$ cat config.mk
export PLATFORM = sky130hd
export DESIGN_NAME = pipeline_hazard_controller
export DESIGN_NICKNAME = d
export VERILOG_FILES = /design/src/rtl/pipeline_hazard_controller.sv
export SDC_FILE = /design/constraint.sdc
export NUM_CORES = 1
export LEC_CHECK = 0
export ABC_CLOCK_PERIOD_IN_PS = 7000
export CAP_MARGIN = 5
export CORE_UTILIZATION = 50
export CTS_BUF_LIST = sky130_fd_sc_hd__clkbuf_16
export CTS_CLUSTER_DIAMETER = 100
export DETAILED_ROUTE_END_ITERATION = 12
export GPL_TIMING_DRIVEN = 0
export HOLD_SLACK_MARGIN = 0.06
export PLACE_DENSITY = 0.91
export SYNTH_ARGS = -nofsm -noshare
export SYNTH_HDL_FRONTEND = slang
export SYNTH_SLANG_ARGS = --single-unit
$ cat constraint.sdc
create_clock -name CLK -period 7 [get_ports CLK]
set_input_delay 1.4 -clock CLK [delete_from_list [all_inputs] [get_ports CLK]]
set_output_delay 1.4 -clock CLK [all_outputs]
set_load 0.02 [all_outputs]
$ cat src/rtl/pipeline_hazard_controller.sv
// Stall/flush sequencer for the 5-stage pipeline: load-use stalls, taken-branch
// flushes, multi-cycle mul/div occupancy, halt drain, plus cycle/stall counters.
module pipeline_hazard_controller #(
    parameter int unsigned MULDIV_LAT   = 4,
    parameter int unsigned DRAIN_CYCLES = 4
) (
    input  logic        CLK,
    input  logic        RESET,
    input  logic        ENABLE,
    input  logic [31:0] ID_instruction,
    input  logic [4:0]  ID_rs,
    input  logic [4:0]  ID_rt,
    input  logic        MemreadE,
    input  logic [4:0]  rt_E,
    input  logic        branch_taken_E,
    output logic        PC_write,
    output logic        IF_ID_write,
    output logic        IF_flush,
    output logic        ID_EX_bubble,
    output logic        muldiv_busy,
    output logic        halted,
    output logic [31:0] cycle_count,
    output logic [31:0] stall_count
);

    typedef enum logic [1:0] {
        RUN     = 2'd0,
        MD_WAIT = 2'd1,
        DRAIN   = 2'd2,
        HALTED  = 2'd3
    } state_e;

    localparam logic [3:0] MD_LOAD    = 4'(MULDIV_LAT - 1);
    localparam logic [3:0] DRAIN_LOAD = 4'(DRAIN_CYCLES - 1);

    state_e      state_q, state_d;
    logic [3:0]  cnt_q, cnt_d;
    logic [31:0] cycle_count_q, cycle_count_d;
    logic [31:0] stall_count_q, stall_count_d;

    logic is_halt;
    logic is_muldiv;
    logic load_use;
    logic count_en;

    assign is_halt   = (ID_instruction == '1);
    // mult/multu/div/divu: opcode 0, funct 0x18..0x1B
    assign is_muldiv = (ID_instruction[31:26] == 6'd0) && (ID_instruction[5:2] == 4'b0110);
    assign load_use  = MemreadE && (rt_E != '0) && ((rt_E == ID_rs) || (rt_E == ID_rt));

    always_comb begin
        state_d      = state_q;
        cnt_d        = cnt_q;
        PC_write     = 1'b1;
        IF_ID_write  = 1'b1;
        IF_flush     = 1'b0;
        ID_EX_bubble = 1'b0;
        muldiv_busy  = 1'b0;
        halted       = 1'b0;

        unique case (state_q)
            RUN: begin
                if (branch_taken_E) begin
                    IF_flush     = 1'b1;
                    ID_EX_bubble = 1'b1;
                end else if (is_halt) begin
                    PC_write     = 1'b0;
                    IF_ID_write  = 1'b0;
                    ID_EX_bubble = 1'b1;
                    cnt_d        = DRAIN_LOAD;
                    state_d      = (DRAIN_CYCLES <= 1) ? HALTED : DRAIN;
                end else if (load_use) begin
                    PC_write     = 1'b0;
                    IF_ID_write  = 1'b0;
                    ID_EX_bubble = 1'b1;
                end else if (is_muldiv && (MULDIV_LAT > 1)) begin
                    cnt_d   = MD_LOAD;
                    state_d = MD_WAIT;
                end
            end
            MD_WAIT: begin
                PC_write     = 1'b0;
                IF_ID_write  = 1'b0;
                ID_EX_bubble = 1'b1;
                muldiv_busy  = 1'b1;
                cnt_d        = cnt_q - 4'd1;
                if (cnt_q <= 4'd1) state_d = RUN;
            end
            DRAIN: begin
                PC_write     = 1'b0;
                IF_ID_write  = 1'b0;
                ID_EX_bubble = 1'b1;
                cnt_d        = cnt_q - 4'd1;
                if (cnt_q <= 4'd1) state_d = HALTED;
            end
            HALTED: begin
                PC_write     = 1'b0;
                IF_ID_write  = 1'b0;
                ID_EX_bubble = 1'b1;
                halted       = 1'b1;
            end
            default: state_d = RUN;
        endcase

        // Disabled cycles freeze state but still report busy/halted status
        if (!ENABLE) begin
            state_d      = state_q;
            cnt_d        = cnt_q;
            PC_write     = 1'b0;
            IF_ID_write  = 1'b0;
            IF_flush     = 1'b0;
            ID_EX_bubble = 1'b0;
        end

        if (RESET) begin
            PC_write     = 1'b0;
            IF_ID_write  = 1'b0;
            IF_flush     = 1'b1;
            ID_EX_bubble = 1'b1;
            muldiv_busy  = 1'b0;
            halted       = 1'b0;
        end
    end

    assign count_en      = ENABLE && (state_q != HALTED);
    assign cycle_count_d = count_en ? cycle_count_q + 32'd1 : cycle_count_q;
    assign stall_count_d = (count_en && !PC_write) ? stall_count_q + 32'd1 : stall_count_q;

    always_ff @(posedge CLK) begin
        if (RESET) begin
            state_q       <= RUN;
            cnt_q         <= '0;
            cycle_count_q <= '0;
            stall_count_q <= '0;
        end else begin
            state_q       <= state_d;
            cnt_q         <= cnt_d;
            cycle_count_q <= cycle_count_d;
            stall_count_q <= stall_count_d;
        end
    end

    assign cycle_count = cycle_count_q;
    assign stall_count = stall_count_q;

endmodule

==> impl_results.rst <==
.. list-table::
   :header-rows: 1

   * - Metric
     - Value
   * - Status
     - finished clean
   * - Final-report hold violation count
     - 0
   * - Layout area overhead
     - 45.5%
   * - Number of cell rows
     - 31
   * - Placed cell area
     - 5060 sq um
   * - Clock root buffer master
     - sky130_fd_sc_hd__clkbuf_16
   * - P per Cell Area
     - 200 nW/um^2
   * - Setup total negative slack
     - 0 ns
   * - Antenna viol nets, final
     - 0
   * - Wirelength per Cell
     - about 15 microns
   * - Detail Placement HPWL
     - 7480 microns
   * - DR DRC count
     - 0
   * - Routability congestion estimate
     - approximately 0.83
   * - Post-layout util
     - 75.2%
   * - Total of endpoints with negative setup slack in the final report
     - 0
   * - Warnings from Yosys
     - 0
   * - I/O pin cnt
     - 122
   * - Fraction of the yosys area taken by sequential cells
     - 37.6%
   * - Average footprint of a synthesized cell
     - around 8.4 sq um
   * - Portion of synthesized cell area occupied by the leading cell type
     - 37.6%
   * - Cell area after layout
     - approximately 5400 sq um
   * - VDD IR max
     - ~0.00015 V
   * - Switching power summed over all nets
     - 0.242 mW
   * - Top cell type by total area after synthesis
     - sky130_fd_sc_hd__dfxtp_1
   * - CP required
     - approximately 5.6 ns
   * - Count of input and output buffers
     - 121
   * - Die outline area
     - 7810 sq um
   * - Number of distinct library cells after synthesis
     - 49
   * - Net Count, Synth
     - 505
   * - Clock insertion delay at the later pin of the skew report
     - 0.33 ns
   * - Clock Path Buffers
     - 2
   * - Clock Sink Count
     - 70
   * - Share of synthesized flip-flops with an asynchronous set or reset
     - 0%
   * - Worst-path maximum fanout
     - 3
   * - Data arrival, critical path
     - 3.89 ns
   * - Synthesis-stage register bit count
     - 70
   * - Achievable frequency
     - 189 MHz
   * - Total of max-cap violations
     - 0
   * - Setup slack of the most critical reg-to-reg path
     - 4.55 ns
   * - Inserted Clock Buffers
     - 9
   * - Most used flip-flop cell after synthesis
     - sky130_fd_sc_hd__dfxtp_1
   * - Combinational Power Share
     - around 11%
   * - Clock transition at the registers of the reported paths
     - 0.06 ns
   * - Critical register-to-register path startpoint
     - state_q[1]$_SDFFE_PP0P_
   * - Core outline area
     - 7210 sq um
   * - Post-synth design cell area
     - 3730 sq um
   * - Via/cell ratio
     - slightly below 6
   * - Startpoint of the tightest hold check path
     - stall_count[14]$_SDFFE_PP0P_
   * - Portion of total power attributed to sequential cells
     - roughly two fifths
   * - Pre-Repair DR Iteration Count
     - 5
   * - Max Slew Vio Count
     - 0
   * - Capturing instance or port of the critical path
     - PC_write
   * - Congestion Overflow GR
     - 0
   * - Postcts setup bufs
     - 0
   * - Antenna cells
     - 0
   * - Sort of element at the start of the critical path
     - input port
   * - First-pass GRT wire length
     - 16900 microns
   * - Post-synthesis cell count
     - 444
   * - H-tree levels
     - 3
   * - Worst slew margin relative to its limit
     - 63.5%
   * - Maximum number of pins on one net before global-route repair
     - 13
   * - Number of gates given a new drive strength after cts
     - 0
   * - Number of nets in the layout
     - 637
   * - Leakage power
     - 1.91 nW
   * - Initial Utilization
     - 51.7%
   * - Die H
     - 88.4 microns
   * - Count of flip-flops with a built-in enable after synthesis
     - 0
   * - Clk_skew
     - about 0.006 ns
   * - Vias after detailed routing
     - 3962
   * - Floorplan die width
     - 88.4 microns
   * - CTS tree
     - built
   * - Worst-Margin Slew
     - 0.548 ns
   * - Unrepaired setup endpoints after global routing
     - no
   * - Part of the power in the clock network
     - 50.9%
   * - Most repeated cell in the gate-level netlist after synthesis
     - sky130_fd_sc_hd__dfxtp_1
   * - Leading post-synthesis cells by cell area
     - sky130_fd_sc_hd__dfxtp_1 (38%), sky130_fd_sc_hd__xor2_1 (7.3%), sky130_fd_sc_hd__a21oi_1 (5.4%), sky130_fd_sc_hd__or3_1 (4.7%), sky130_fd_sc_hd__nand4_1 (4.5%)
   * - Clock period minus worst slack
     - 5.29 ns
   * - Number of global-route vias before repair
     - around 3.8k
   * - Routed wire length
     - 10500 microns
   * - Global-route usage over all layers
     - 27.3%
   * - Capture point of the worst reg-to-reg path
     - cycle_count[28]$_SDFFE_PP0P_
   * - Leading post-synthesis cells by instance count
     - sky130_fd_sc_hd__dfxtp_1 (70), sky130_fd_sc_hd__nor2_1 (43), sky130_fd_sc_hd__a21oi_1 (40)
   * - Length in cells of the worst reg-to-reg path
     - 9
   * - Internal power component
     - between 0.8 and 0.9 mW
   * - Initial antenna violation count
     - 0
   * - Share of the cycle needed by the critical path after routing
     - between 70% and 80%
   * - CP Capture Type
     - output port
   * - Fraction of final layout cells with drive strength greater than 1
     - 6.54%
   * - Kind of path behind the tightest hold check
     - reg2reg
   * - Critical path class
     - in2out
   * - Share of total power consumed by net switching
     - 22.3%
   * - Cts-stage hold buffer count
     - 0
   * - DRC violation total after the first TritonRoute iteration
     - 194
   * - Launching element of the worst setup path
     - rt_E[1]
power groups by stage:
| stage | sequential (mW) | clock (mW) | combinational [mW] |
|---|---|---|---|
| floorplan | 0.422 | 0 | 0.0576 |
| detailed placement | 0.422 | 0 | 0.118 |
| global route | 0.414 | 0.571 | 0.131 |
| finish | 0.413 | 0.553 | 0.120 |
| CTS | 0.413 | 0.554 | 0.119 |
| global placement | 0.421 | 0 | 0.114 |
metal layers:
layer / wire (microns) / global-route usage (%)
met5: 0 / 0
met4: 185 / 12.5
met3: 603 / 3.17
met2: 5430 / 48.3
met1: 4280 / 33.1
how the worst min path moves through the flow:
stage | to | slack, ns | cells past startpoint
floorplan | cnt_q[3]$_SDFFE_PP0P_ | 0.45 | 1
global placement | stall_count[31]$_SDFFE_PP0P_ | 0.48 | 2
detailed placement | cnt_q[3]$_SDFFE_PP0P_ | 0.49 | 1
CTS | cnt_q[3]$_SDFFE_PP0P_ | 0.50 | 1
global route | cnt_q[3]$_SDFFE_PP0P_ | 0.52 | 1
finish | stall_count[14]$_SDFFE_PP0P_ | 0.50 | 2
cell usage in the layout (no fill, tap or decap), types with 5 or more instances in the layout:
| master | synthesis | final |
|---|---|---|
| sky130_fd_sc_hd__a21oi_1 | 40 | 40 |
| sky130_fd_sc_hd__and2_1 | 6 | 6 |
| sky130_fd_sc_hd__and3_1 | 11 | 11 |
| sky130_fd_sc_hd__and4_1 | 7 | 7 |
| sky130_fd_sc_hd__clkbuf_1 | 13 | 13 |
| sky130_fd_sc_hd__clkbuf_16 | 0 | 9 |
| sky130_fd_sc_hd__clkdlybuf4s50_1 | 0 | 121 |
| sky130_fd_sc_hd__dfxtp_1 | 70 | 70 |
| sky130_fd_sc_hd__ha_1 | 9 | 9 |
| sky130_fd_sc_hd__inv_1 | 10 | 10 |
| sky130_fd_sc_hd__nand2_1 | 21 | 21 |
| sky130_fd_sc_hd__nand3_1 | 26 | 26 |
| sky130_fd_sc_hd__nand4_1 | 27 | 27 |
| sky130_fd_sc_hd__nor2_1 | 43 | 43 |
| sky130_fd_sc_hd__nor3_1 | 5 | 5 |
| sky130_fd_sc_hd__o21ai_0 | 25 | 25 |
| sky130_fd_sc_hd__o21ai_1 | 5 | 5 |
| sky130_fd_sc_hd__o31ai_1 | 5 | 5 |
| sky130_fd_sc_hd__or3_1 | 28 | 28 |
| sky130_fd_sc_hd__or4_1 | 6 | 6 |
| sky130_fd_sc_hd__xnor2_1 | 8 | 8 |
| sky130_fd_sc_hd__xor2_1 | 31 | 31 |
final cells by class:
class                      instances  area, sq um
inverter                          10         37.5
sequential                        70         1400
fill                             549         1790
clock inverter                     7          136
multi-input combinational        340         2160
clock buffer                       9          225
tap                               99          124
timing repair buffer             121         1210
buffer                            24          131
worst max-delay path, stage by stage:
cell and delay, ns:
sky130_fd_sc_hd__clkdlybuf4s50_1 0.47, sky130_fd_sc_hd__or4_1 0.55, sky130_fd_sc_hd__o21ai_1 0.21, sky130_fd_sc_hd__o21ai_2 0.11, sky130_fd_sc_hd__a211oi_1 0.38, sky130_fd_sc_hd__buf_4 0.17, sky130_fd_sc_hd__clkdlybuf4s50_1 0.59
registers in the layout, summed over array words and instances (netlist names):
register,flops
stall_count,32
cnt_q,4
cycle_count,32
state_q,2
stage by stage:
step / worst slack [ns] / power, mW / hold slack [ns] / cells
after floorplan: 2.51 / 0.480 / 0.447 / 444
after global placement: 1.74 / 0.536 / 0.475 / 664
after detailed placement: 1.68 / 0.540 / 0.487 / 664
after CTS: 1.66 / 1.09 / 0.496 / 680
after global routing: 1.58 / 1.12 / 0.518 / 680
final: 1.71 / 1.09 / 0.503 / 680
cell families (layout without fill, tap and decap cells):
| logic type | Yosys count | in the layout | synth area share (%) |
|---|---|---|---|
| buffers and inverters | 34 | 171 | 4.53 |
| multiplexers | 3 | 3 | 0.805 |
| XOR/XNOR | 39 | 39 | 9.16 |
| AO/OA/AOI/OAI | 91 | 91 | 14.3 |
| AND/OR/NAND/NOR | 198 | 198 | 30.6 |
| flip-flops | 70 | 70 | 37.6 |
| adder cells (fa/ha/maj) | 9 | 9 | 3.02 |
Power figures use the tool's default switching activity.
